===== src/rtl/y86_pkg.sv =====
// y86_pkg: shared register IDs and write-back scheduler state encoding.
package y86_pkg;
  localparam logic [3:0] RAX = 4'h0;
  localparam logic [3:0] RCX = 4'h1;
  localparam logic [3:0] RDX = 4'h2;
  localparam logic [3:0] RBX = 4'h3;
  localparam logic [3:0] RSP = 4'h4;
  localparam logic [3:0] RBP = 4'h5;
  localparam logic [3:0] RSI = 4'h6;
  localparam logic [3:0] RDI = 4'h7;
  localparam logic [3:0] R8 = 4'h8;
  localparam logic [3:0] R9 = 4'h9;
  localparam logic [3:0] R10 = 4'hA;
  localparam logic [3:0] R11 = 4'hB;
  localparam logic [3:0] R12 = 4'hC;
  localparam logic [3:0] R13 = 4'hD;
  localparam logic [3:0] R14 = 4'hE;
  localparam logic [3:0] REG_NONE = 4'hF;
  typedef enum logic [1:0] {IDLE, WR_E, WR_M} wb_state_t;
endpackage


===== src/rtl/wb_port_sched.sv =====
// wb_port_sched: serialises the E and M write-backs of one instruction onto a
// single register-file write port, with forwarding from the buffered entry.
module wb_port_sched import y86_pkg::*; #(
  parameter int DATA_W = 64,
  parameter logic [3:0] REG_NONE = 4'hF
) (
  input  logic              clk,
  input  logic              reset,
  input  logic              in_valid,
  output logic              in_ready,
  input  logic [3:0]        in_dstE,
  input  logic [3:0]        in_dstM,
  input  logic [DATA_W-1:0] in_valE,
  input  logic [DATA_W-1:0] in_valM,
  output logic              rf_we,
  output logic [3:0]        rf_addr,
  output logic [DATA_W-1:0] rf_data,
  input  logic [3:0]        q_addr,
  output logic              q_hit,
  output logic [DATA_W-1:0] q_data,
  output logic              busy
);
  wb_state_t state, state_nx;
  logic [3:0] dst_e, dst_m;
  logic [DATA_W-1:0] val_e, val_m;
  logic accept, m_hit, e_hit;
  // dstE equal to dstM is skipped entirely so the M value wins
  function automatic wb_state_t first_state(input logic [3:0] de, input logic [3:0] dm);
    return (de != REG_NONE && de != dm) ? WR_E : (dm != REG_NONE) ? WR_M : IDLE;
  endfunction
  assign in_ready = state != WR_E || dst_m == REG_NONE;
  assign accept = in_valid && in_ready;
  assign busy = state != IDLE;
  always_comb begin
    state_nx = accept ? first_state(in_dstE, in_dstM) : IDLE;
    if (state == WR_E && dst_m != REG_NONE) state_nx = WR_M;
    rf_we = state != IDLE;
    rf_addr = state == WR_E ? dst_e : state == WR_M ? dst_m : REG_NONE;
    rf_data = state == WR_E ? val_e : state == WR_M ? val_m : '0;
  end
  // M is still pending in both WR_E and WR_M; E only in WR_E
  assign m_hit = q_addr != REG_NONE && q_addr == dst_m && state != IDLE;
  assign e_hit = q_addr != REG_NONE && q_addr == dst_e && state == WR_E;
  assign q_hit = m_hit || e_hit;
  assign q_data = m_hit ? val_m : e_hit ? val_e : '0;
  always_ff @(posedge clk or posedge reset) begin
    if (reset) begin
      state <= IDLE;
      dst_e <= REG_NONE;
      dst_m <= REG_NONE;
      val_e <= '0;
      val_m <= '0;
    end else begin
      state <= state_nx;
      if (accept) begin
        dst_e <= in_dstE;
        dst_m <= in_dstM;
        val_e <= in_valE;
        val_m <= in_valM;
      end
    end
  end
endmodule


===== config.mk =====
export PLATFORM = sky130hd
export DESIGN_NAME = wb_port_sched
export DESIGN_NICKNAME = d
export VERILOG_FILES = /design/src/rtl/y86_pkg.sv /design/src/rtl/wb_port_sched.sv
export SDC_FILE = /design/constraint.sdc
export NUM_CORES = 1
export LEC_CHECK = 0
export ABC_CLOCK_PERIOD_IN_PS = 4250
export CAP_MARGIN = 15
export CORE_MARGIN = 1
export CORE_UTILIZATION = 32
export CTS_CLUSTER_DIAMETER = 30
export CTS_CLUSTER_SIZE = 24
export DETAILED_ROUTE_END_ITERATION = 8
export GPL_TIMING_DRIVEN = 0
export HOLD_SLACK_MARGIN = 0.05
export PLACE_DENSITY = 0.63
export SYNTH_ARGS = -nofsm -noshare
export SYNTH_HDL_FRONTEND = slang
export SYNTH_SLANG_ARGS = --single-unit

===== constraint.sdc =====
create_clock -name clk -period 4.25 [get_ports clk]
set_input_delay 0.425 -clock clk [delete_from_list [all_inputs] [get_ports clk]]
set_output_delay 0.425 -clock clk [all_outputs]
set_load 0.005 [all_outputs]

After elaboration in Yosys (flattened, before gate mapping). Index checks and enable logic that the tools add are counted.

Register bits: 138. Bits of input ports: 143. Output and inout bits: 136. Logic and storage cells: 36.

Eq/ne operators: 11. Mux-type cells: 10. Reductions and logical operators: 10.

Operators with widths (count): $mux 64 (4); $ne 4x4->1 const B (4); $eq 4x4->1 (2); $mux 2 (4); $mux 4 (2); $logic_and 1x1->1 (7); $eq 4x4->1 const B (1); $ne 4x4->1 (1); $eq 2x1->1 const B (1); $eq 2x2->1 const B (1); $logic_or 1x1->1 (2); $ne 2x1->1 const B (1); $reduce_bool 2->1 (1).

Longest topological paths before layout. Gate-level depths: netlist (run 1).

Depth in word-level cells: 5. Depth in mapped cells: 6.

Worst setup path before layout (run 1). OpenSTA, ideal clock, no wires.

Path type: register to output. From: register state[0]. To: output q_data[10]. Data arrival time: 1512 ps. Setup slack: 2313 ps. Cell stages (with the launch flop): 6. Buffers on the path: 2. Cell sequence: dfrtp_1 > or2_2 > o2111ai_1 > buf_4 > buf_6 > mux2_4.

Elaborated cells between the ends (all ways): 6. Those cells by class: eq/ne: 1; mux: 2; reduce/logical: 3.

RTL lines: from (decl) (line wb_port_sched.sv:23) `wb_state_t state, state_nx;`; from (signal assigned) (line wb_port_sched.sv:54) `state <= state_nx;`; $reduce_bool 2->1; named net busy (line wb_port_sched.sv:21) `output logic busy`; $logic_and 1x1->1 (line wb_port_sched.sv:42) `assign m_hit = q_addr != REG_NONE && q_addr == dst_m && state != IDLE;`; $mux 64 (line wb_port_sched.sv:45) `assign q_data = m_hit ? val_m : e_hit ? val_e : '0;`; to (decl) (line wb_port_sched.sv:20) `output logic [DATA_W-1:0] q_data,`.

The timed path passes the listed nets, and every way through them passes these cells.

Final worst setup path (run 1).
From: register state[1]. To: output rf_data[62].

Word-level cells in the longest chain between the ends: 3. Elaborated cells between the ends (all ways): 4. Those cells by class: eq/ne: 2; mux: 2.

RTL lines: $eq 2x2->1 (line wb_port_sched.sv:39) `rf_data = state == WR_E ? val_e : state == WR_M ? val_m : '0;`; $mux 64 (line wb_port_sched.sv:39); $mux 64 (*) (line wb_port_sched.sv:39); to (decl) (line wb_port_sched.sv:17) `output logic [DATA_W-1:0] rf_data,`.

Every way passes the cells marked *; elsewhere a longest branch is shown, timed or not.

==> results_dict.tcl, run 1 <==
set metrics [dict create \
    cts_buffer_depth 2 \
    hpwl_mm 17.3 \
    slowest_delay_ps 570 \
    drtIter0Drc 307 \
    yosysUniqueCellTypes 25 \
    htree_levels 4 \
    power.leakage_uw 0.00481 \
    synth_area_leaders "dfrtp_1 (43%), mux2_2 (22%), mux2_4 (9.7%)" \
    worstPathCellList "nand2b_1, clkbuf_1, clkbuf_1, o21ai_0, clkdlybuf4s50_1" \
    placed_cells 1276 \
    wl_met3_mm 2.00 \
    grt_max_degree 74 \
    cp_slowest_cell "clkbuf_1" \
    cp-start-kind "flop" \
    setup_viol 0 \
    power.density_nw_per_um2 432 \
    synth_ff_type "dfrtp_1" \
    port_buffers 278 \
    clk_pin_slew_ps 60 \
    via_per_inst 4.78 \
    cts_tree "done" \
    numCtsBuffers 17 \
    wl_met1_mm 10.3 \
    yosys_warnings 0 \
    yosys.area.top_type_share 0.429 \
    routed.top_layer "met4" \
    final_cell_count_no_fill 1308 \
    hold_ws_ps 499 \
    slew_headroom 0.513 \
    worstSetupEndpointType "primary output" \
    synthCells 684 \
    die_w_um 156 \
    die-area_um2 24300 \
    num_rows 55 \
    synth_edf_count 0 \
    synthArstFlopShare 1.00 \
    slew_violations 0 \
    die_h_um 156 \
    critPathKind "reg2out" \
    fin_crit_ps 3220 \
    cts_hold_buf 0 \
    syn-num-nets 827 \
    fmax_mhz 311 \
    total_power_uw 4920 \
    fin_util 0.497 \
    vdd_ir_drop_max_uv 231 \
    drive_gt1_frac 0.279 \
    numClockSinks 138 \
    core-area_um2 22900 \
    synth_common_cells "mux2_2 (151), dfrtp_1 (130), nand2_1 (68)" \
    routed_wl_mm 24.0 \
    grt_pass1_vias 6354 \
    syn2layout_area_growth_pct 50.0 \
    crit_top_cell "clkbuf_1" \
    firstDrtPassIters 5 \
    finalInstanceArea_um2 11400 \
    syn_area_um2 7590 \
    vias 6248 \
    final_antenna_net_count 0 \
    gr-total-overflow 0 \
    wl_per_cell_um 18.3 \
    place_area_um2 10800 \
    finClkSkew_ps 8.23 \
    avgSynthCellArea_um2 11.1 \
    status "finished, final reports clean" \
    max_slew.worst_pin.slew_ps 731 \
    post-cts-setup-buffers 0 \
    cts_resized 0 \
    cts_root_buf "clkbuf_16" \
    antenna_found_initial 0 \
    clock_latency_ps 420 \
    grt_usage 0.200 \
    start_util 0.331 \
    rsz0062_at_grt "no" \
    critical_path_arrival_ps 2790 \
    drv_cap 0 \
    final_nets 1125 \
    required_ps 3830 \
    antenna_cells 0 \
    crit_path_max_fanout 10 \
    synth_area_leader_cell "dfrtp_1" \
    met2_wirelength_mm 11.3 \
    ys_seq_area_frac 0.456 \
    hold_class "in2async" \
    hold_violations 0 \
    drc 0 \
    fin_crit_sh 0.757 \
    num_io_pins 279 \
    synth.most_common_cell "mux2_2" \
    grt_pass1_wl_mm 36.7 \
    gp_congestion 0.799 \
    synth-seq-cells 138 \
]
## registers in the layout (all words and copies together) (netlist names)
register	flops
dst_e	4
dst_m	4
val_e	64
state	2
val_m	64
## layout make-up
cell class | instances | area, µm²
multi-input combinational | 430 | 3570
tap | 313 | 392
timing repair buffer | 279 | 2810
clock buffer | 21 | 480
fill | 2119 | 11500
inverter | 65 | 249
buffer | 51 | 307
sequential | 138 | 3460
clock inverter | 11 | 108
## report_power, final
group,switching (µW),internal (µW)
Clock,610,875
Sequential,192,1620
Combinational,697,928
## metrics by stage
step	TNS, ps	worst slack [ps]
CTS	0	924
detailed placement	0	1090
global placement	-301160	-2290
floorplan	0	142
finish	0	1030
global route	0	750
## cells in the final DEF (no fill, tap or decap), types with 14 or more instances in the layout
master,instances
buf_4,16
clkbuf_1,14
nand2_1,68
buf_2,14
mux2_2,151
clkdlybuf4s50_1,278
dfrtp_1,130
inv_1,64
o21ai_0,65
clkbuf_16,17
mux2_4,49
nor3_1,64
## path summary, 6_finish.rpt
check / endpoint / cells after the start / slack [ps] / startpoint
worst max-delay path: rf_data[62] / 5 / 1030 / state[1]$_DFF_PP0_
max in group asynchronous: dst_e[2]$_DFFE_PP1P_ / 3 / 2910 / reset
worst min-delay path: val_m[15]$_DFFE_PP0P_ / 2 / 500 / reset
worst min register to register: val_e[12]$_DFFE_PP0P_ / 1 / 500 / val_e[12]$_DFFE_PP0P_
worst max register to register: val_e[3]$_DFFE_PP0P_ / 6 / 2420 / state[0]$_DFF_PP0_
min in group clk: val_e[12]$_DFFE_PP0P_ / 1 / 500 / val_e[12]$_DFFE_PP0P_
## metal layers
metal,global-route usage,vias up
met5,0,-
met2,0.326,219
met3,0.0689,23
li1,-,2929
met4,0.0588,0
met1,0.249,3077
## logic make-up after synthesis
logic type | synth area share
flip-flops | 0.456
XOR/XNOR | 0.0127
buffers and inverters | 0.0725
AND/OR/NAND/NOR | 0.0867
AO/OA/AOI/OAI | 0.0506
multiplexers | 0.321
## critical path, delay by kind of cell, from the launching register on
| family | cells | cell delay (ps) |
|---|---|---|
| buffers and inverters | 3 | 1470 |
| flip-flops | 1 | 380 |
| AND/OR/NAND/NOR | 1 | 300 |
| AO/OA/AOI/OAI | 1 | 210 |
Note: power is estimated with default switching activity, not from simulation.
==> run 2, diff against run 1 <==
- ABC_CLOCK_PERIOD_IN_PS: 4250 -> 2800
- clock period: 4.25 -> 2.8 ns (I/O delays scaled with it)
==> results_dict.tcl, run 2 (synthesis gave the netlist of run 1 again) <==
set metrics [dict create \
    finClkSkew_ps 13.0 \
    slew_violations 0 \
    timing.rr.start "state[0]$_DFF_PP0_" \
    power.density_nw_per_um2 655 \
    critPathKind "reg2out" \
    cts_tree "done" \
    mostFrequentLayoutCells "clkdlybuf4s50_1 (226), mux2_2 (151), dfrtp_1 (130), nand2_1 (68)" \
    critical_path_arrival_ps 2420 \
    hpwl_mm 17.9 \
    cts_buffer_depth 2 \
    crit_path_max_fanout 10 \
    grt_usage 0.206 \
    antenna_found_initial 0 \
    cts_root_buf "clkbuf_16" \
    fin_crit_sh 0.963 \
    required_ps 2520 \
    num_rows 55 \
    routed_wl_mm 24.5 \
    rsz0062_at_grt "no" \
    die_h_um 156 \
    worstPathCellList "or2_2, o2111ai_2, buf_6, mux2_2, clkdlybuf4s50_1" \
    htree_levels 4 \
    cts_hold_buf 0 \
    final_cell_count_no_fill 1314 \
    gr-total-overflow 0 \
    clk_pin_slew_ps 60 \
    power.leakage_uw 0.00569 \
    grt_pass1_vias 6641 \
    numClockSinks 138 \
    vias 6232 \
    clock_latency_ps 420 \
    slew_headroom 0.446 \
    hold_violations 0 \
    vdd_ir_drop_max_uv 348 \
    largest_registers "val_e: 64 flops, val_m: 64 flops" \
    drive_gt1_frac 0.311 \
    r2r_end "val_e[2]$_DFFE_PP0P_" \
    syn2layout_area_growth_pct 54.5 \
    r2r_cells 6 \
    final_antenna_net_count 0 \
    cp-start-kind "flop" \
    num_io_pins 279 \
    drc 0 \
    mostFrequentLayoutCell "clkdlybuf4s50_1" \
    start_util 0.331 \
    port_buffers 278 \
    slowest_delay_ps 470 \
    status "finished, final reports clean" \
    antenna_cells 0 \
    setup_viol 0 \
    cp_slowest_cell "clkdlybuf4s50_1" \
    r2r_slack_ps 890 \
    worstSetupEndpointType "primary output" \
    total_power_uw 7680 \
    crit_buf_inv 2 \
    core-area_um2 22900 \
    final_nets 1131 \
    die_w_um 156 \
    firstDrtPassIters 5 \
    fmax_mhz 371 \
    max_slew.worst_pin.slew_ps 829 \
    path_delay_family "buffers and inverters" \
    wl_per_cell_um 18.7 \
    die-area_um2 24300 \
    numCtsBuffers 17 \
    grt_max_degree 40 \
    placed_cells 1278 \
    fin_crit_ps 2700 \
    drv_cap 0 \
    via_per_inst 4.74 \
    hold_class "in2async" \
    grt_pass1_wl_mm 37.8 \
    fin_setup_tns_ps 0 \
    gp_congestion 0.768 \
    drtIter0Drc 256 \
]
==> run 2: changes by cell type in the layout (fill, tap and decap cells not counted), sizes merged, moves of 2 or more <==
cell | before | now
dlymetal6s2s | 0 | 37
clkdlybuf4s50 | 278 | 226
bufinv | 1 | 3
buf | 38 | 42
dlygate4sd2 | 0 | 15
==> run 2: timing repair <==
item | CTS | global route
pin swaps | 1 | 0
setup endpoints to repair | 111 | 97
cloned | 1 | 0
buffers inserted | 3 | 0
resized for setup | 39 | 76
==> run 2: final cells by class <==
class                      instances  area, µm²
fill                            2137      11200
inverter                          65        248
clock buffer                      20        457
clock inverter                    12        161
multi-input combinational        430       3650
sequential                       138       3460
buffer                            51        395
timing repair buffer             285       2950
tap                              313        392
==> run 2: through the flow <==
stage / hold slack [ps] / utilization / instance area, µm² / setup WS, ps
floorplan: 413 / - / 7590 / 805
global placement: 488 / 0.470 / 10800 / -698
detailed placement: 493 / 0.472 / 10800 / -43.5
CTS: 403 / 0.503 / 11500 / -2.76
global route: 423 / 0.511 / 11700 / 12.4
finish: 386 / 0.511 / 11700 / 104
==> run 2: layer usage <==
layer | up-vias | wire length [µm] | track usage | part of all wire
met2 | 214 | 11700 | 0.338 | 0.48
met3 | 25 | 2030 | 0.0739 | 0.083
met1 | 3058 | 10400 | 0.251 | 0.42
met5 | - | 0 | 0 | 0
li1 | 2935 | - | - | -
met4 | 0 | 419 | 0.0635 | 0.017
==> run 2: report_power, final <==
part           switching, µW  internal [µW]
Sequential               289           2460
Clock                    937           1460
Combinational           1100           1440
Total                   2320           5360
==> run 2: how the worst max path moves through the flow <==
stage,from,endpoint,slack (ps),cells past startpoint
after floorplan,reset,state[0]$_DFF_PP0_,810,1
after global placement,reset,val_e[45]$_DFFE_PP0P_,-700,2
after detailed placement,q_addr[2],q_data[41],-40,7
after CTS,dst_e[2]$_DFFE_PP1P_,q_data[34],-3,7
after global routing,dst_e[3]$_DFFE_PP1P_,q_data[62],10,6
final,state[0]$_DFF_PP0_,q_data[0],100,5
==> run 3, diff against run 2 <==
- CORE_MARGIN: 1 -> 8
- DONT_BUFFER_PORTS: unset -> 1
- PLACE_DENSITY: 0.63 -> 0.47
==> results_dict.tcl, run 3 (synthesis gave the netlist of run 1 again) <==
set metrics [dict create \
    drc 0 \
    die-area_um2 28900 \
    hpwl_mm 18.0 \
    cts_root_buf "clkbuf_16" \
    htree_levels 4 \
    finClkSkew_ps 14.2 \
    hold_violations 0 \
    worstSetupEndpointType "primary output" \
    numClockSinks 138 \
    routed_wl_mm 24.7 \
    drv_cap 0 \
    setup_viol 0 \
    mostFrequentLayoutCells "mux2_2 (151), dlygate4sd3_1 (138), dfrtp_1 (130), nand2_1 (68), o21ai_0 (65)" \
    hold_class "in2reg" \
    worstPathCellList "nand2b_1, clkbuf_1, clkbuf_1, o21ai_0" \
    final_cell_count_no_fill 1176 \
    firstDrtPassIters 5 \
    crit_buf_inv 2 \
    required_ps 2520 \
    crit_path_max_fanout 10 \
    gp_congestion 0.810 \
    port_buffers 0 \
    num_rows 56 \
    vias 5858 \
    largest_registers "val_e: 64 flops, val_m: 64 flops" \
    hold_ws_ps 88.8 \
    max_slew.worst_pin.slew_ps 814 \
    antenna_found_initial 0 \
    vdd_ir_drop_max_uv 283 \
    slew_headroom 0.456 \
    core-area_um2 23400 \
    status "finished, final reports clean" \
    wl_per_cell_um 21.0 \
    grt_usage 0.169 \
    drtIter0Drc 362 \
    rsz0062_at_grt "no" \
    syn2layout_area_growth_pct 32.0 \
    die_w_um 170 \
    grt_pass1_vias 6375 \
    mostFrequentLayoutCell "mux2_2" \
    cp_slowest_cell "clkbuf_1" \
    slowest_delay_ps 490 \
    critPathKind "reg2out" \
    cp-start-kind "flop" \
    cts_tree "done" \
    slew_violations 0 \
    clock_latency_ps 420 \
    cts_buffer_depth 2 \
    fillers 2228 \
    power.density_nw_per_um2 688 \
    die_h_um 170 \
    fin_crit_ps 2600 \
    via_per_inst 4.98 \
    grt_pass1_wl_mm 37.7 \
    gr-total-overflow 0 \
    antenna_cells 0 \
    path_delay_family "buffers and inverters" \
    fmax_mhz 384 \
    seqCellArea_um2 3460 \
    placed_cells 1006 \
    power.leakage_uw 0.00437 \
    start_util 0.324 \
    drive_gt1_frac 0.327 \
    grt_max_degree 40 \
    clk_pin_slew_ps 70 \
    num_io_pins 279 \
    final_nets 987 \
    fin_crit_sh 0.930 \
    critical_path_arrival_ps 2320 \
    final_antenna_net_count 0 \
    multi_input_area_um2 3570 \
    crit_top_cell "clkbuf_1" \
    numCtsBuffers 17 \
]
run 3: cell types whose count changed in the layout (fill, tap and decap cells not counted), moves of 9 or more:
| cell | previous run | this run |
|---|---|---|
| buf_2 | 5 | 14 |
| dlygate4sd3_1 | 0 | 138 |
| dlygate4sd2_1 | 15 | 0 |
| clkbuf_1 | 5 | 14 |
| nor3_1 | 51 | 64 |
| dlymetal6s2s_1 | 37 | 0 |
| nor3_2 | 13 | 0 |
| clkdlybuf4s50_1 | 226 | 0 |
run 3: where the power goes:
part | leakage [µW] | internal (µW) | switching [µW]
Sequential | 0.00160 | 2460 | 298
Clock | 0.000281 | 1340 | 935
Combinational | 0.00249 | 870 | 989
run 3: through the flow:
stage	util	instance area, µm²	TNS (ps)	total power [µW]	setup WS (ps)
final	0.428	10000	0	6890	196
after global routing	0.428	10000	0	7290	30.6
after CTS	0.428	10000	0	7000	95.7
after detailed placement	0.344	8050	0	4510	541
after global placement	0.341	7990	-612	4440	-15.2
after floorplan	-	7590	0	3980	805
run 3: what timing repair did:
action,in CTS,in global routing
resized for setup,0,3
buffers inserted,0,0
setup endpoints to repair,0,20
endpoints found under the hold margin,170,0
hold buffers,138,0
run 3: worst reg2reg max path, delay by kind of cell (launching register included):
kind / cells / cell delay [ps]
DFF: 1 / 410
muxes: 1 / 360
buffers and inverters: 2 / 560
and+or+nand+nor: 3 / 480
run 3: layout make-up:
class,instances,area share
buffer,51,0.0307
clock buffer,19,0.0442
clock inverter,13,0.0141
inverter,65,0.0247
multi-input combinational,430,0.357
sequential,138,0.346
tap,319,0.0398
timing repair buffer,141,0.144
run 3: worst paths after layout:
check / from / endpoint / slack, ps / cells after the start
worst max-delay path: state[1]$_DFF_PP0_ / rf_data[46] / 200 / 4
worst min-delay path: in_dstM[0] / state[1]$_DFF_PP0_ / 90 / 3
worst max register to register: state[1]$_DFF_PP0_ / val_m[22]$_DFFE_PP0P_ / 870 / 6
worst min register to register: val_e[22]$_DFFE_PP0P_ / val_e[22]$_DFFE_PP0P_ / 500 / 1
max in group asynchronous: reset / val_m[10]$_DFFE_PP0P_ / 1400 / 4
min in group asynchronous: reset / val_e[42]$_DFFE_PP0P_ / 490 / 2
run 3: routing by layer:
layer / GRT usage / wire length (µm)
met4: 0.0622 / 557
met2: 0.278 / 11900
met3: 0.0612 / 2160
met5: 0 / 0
met1: 0.201 / 10000
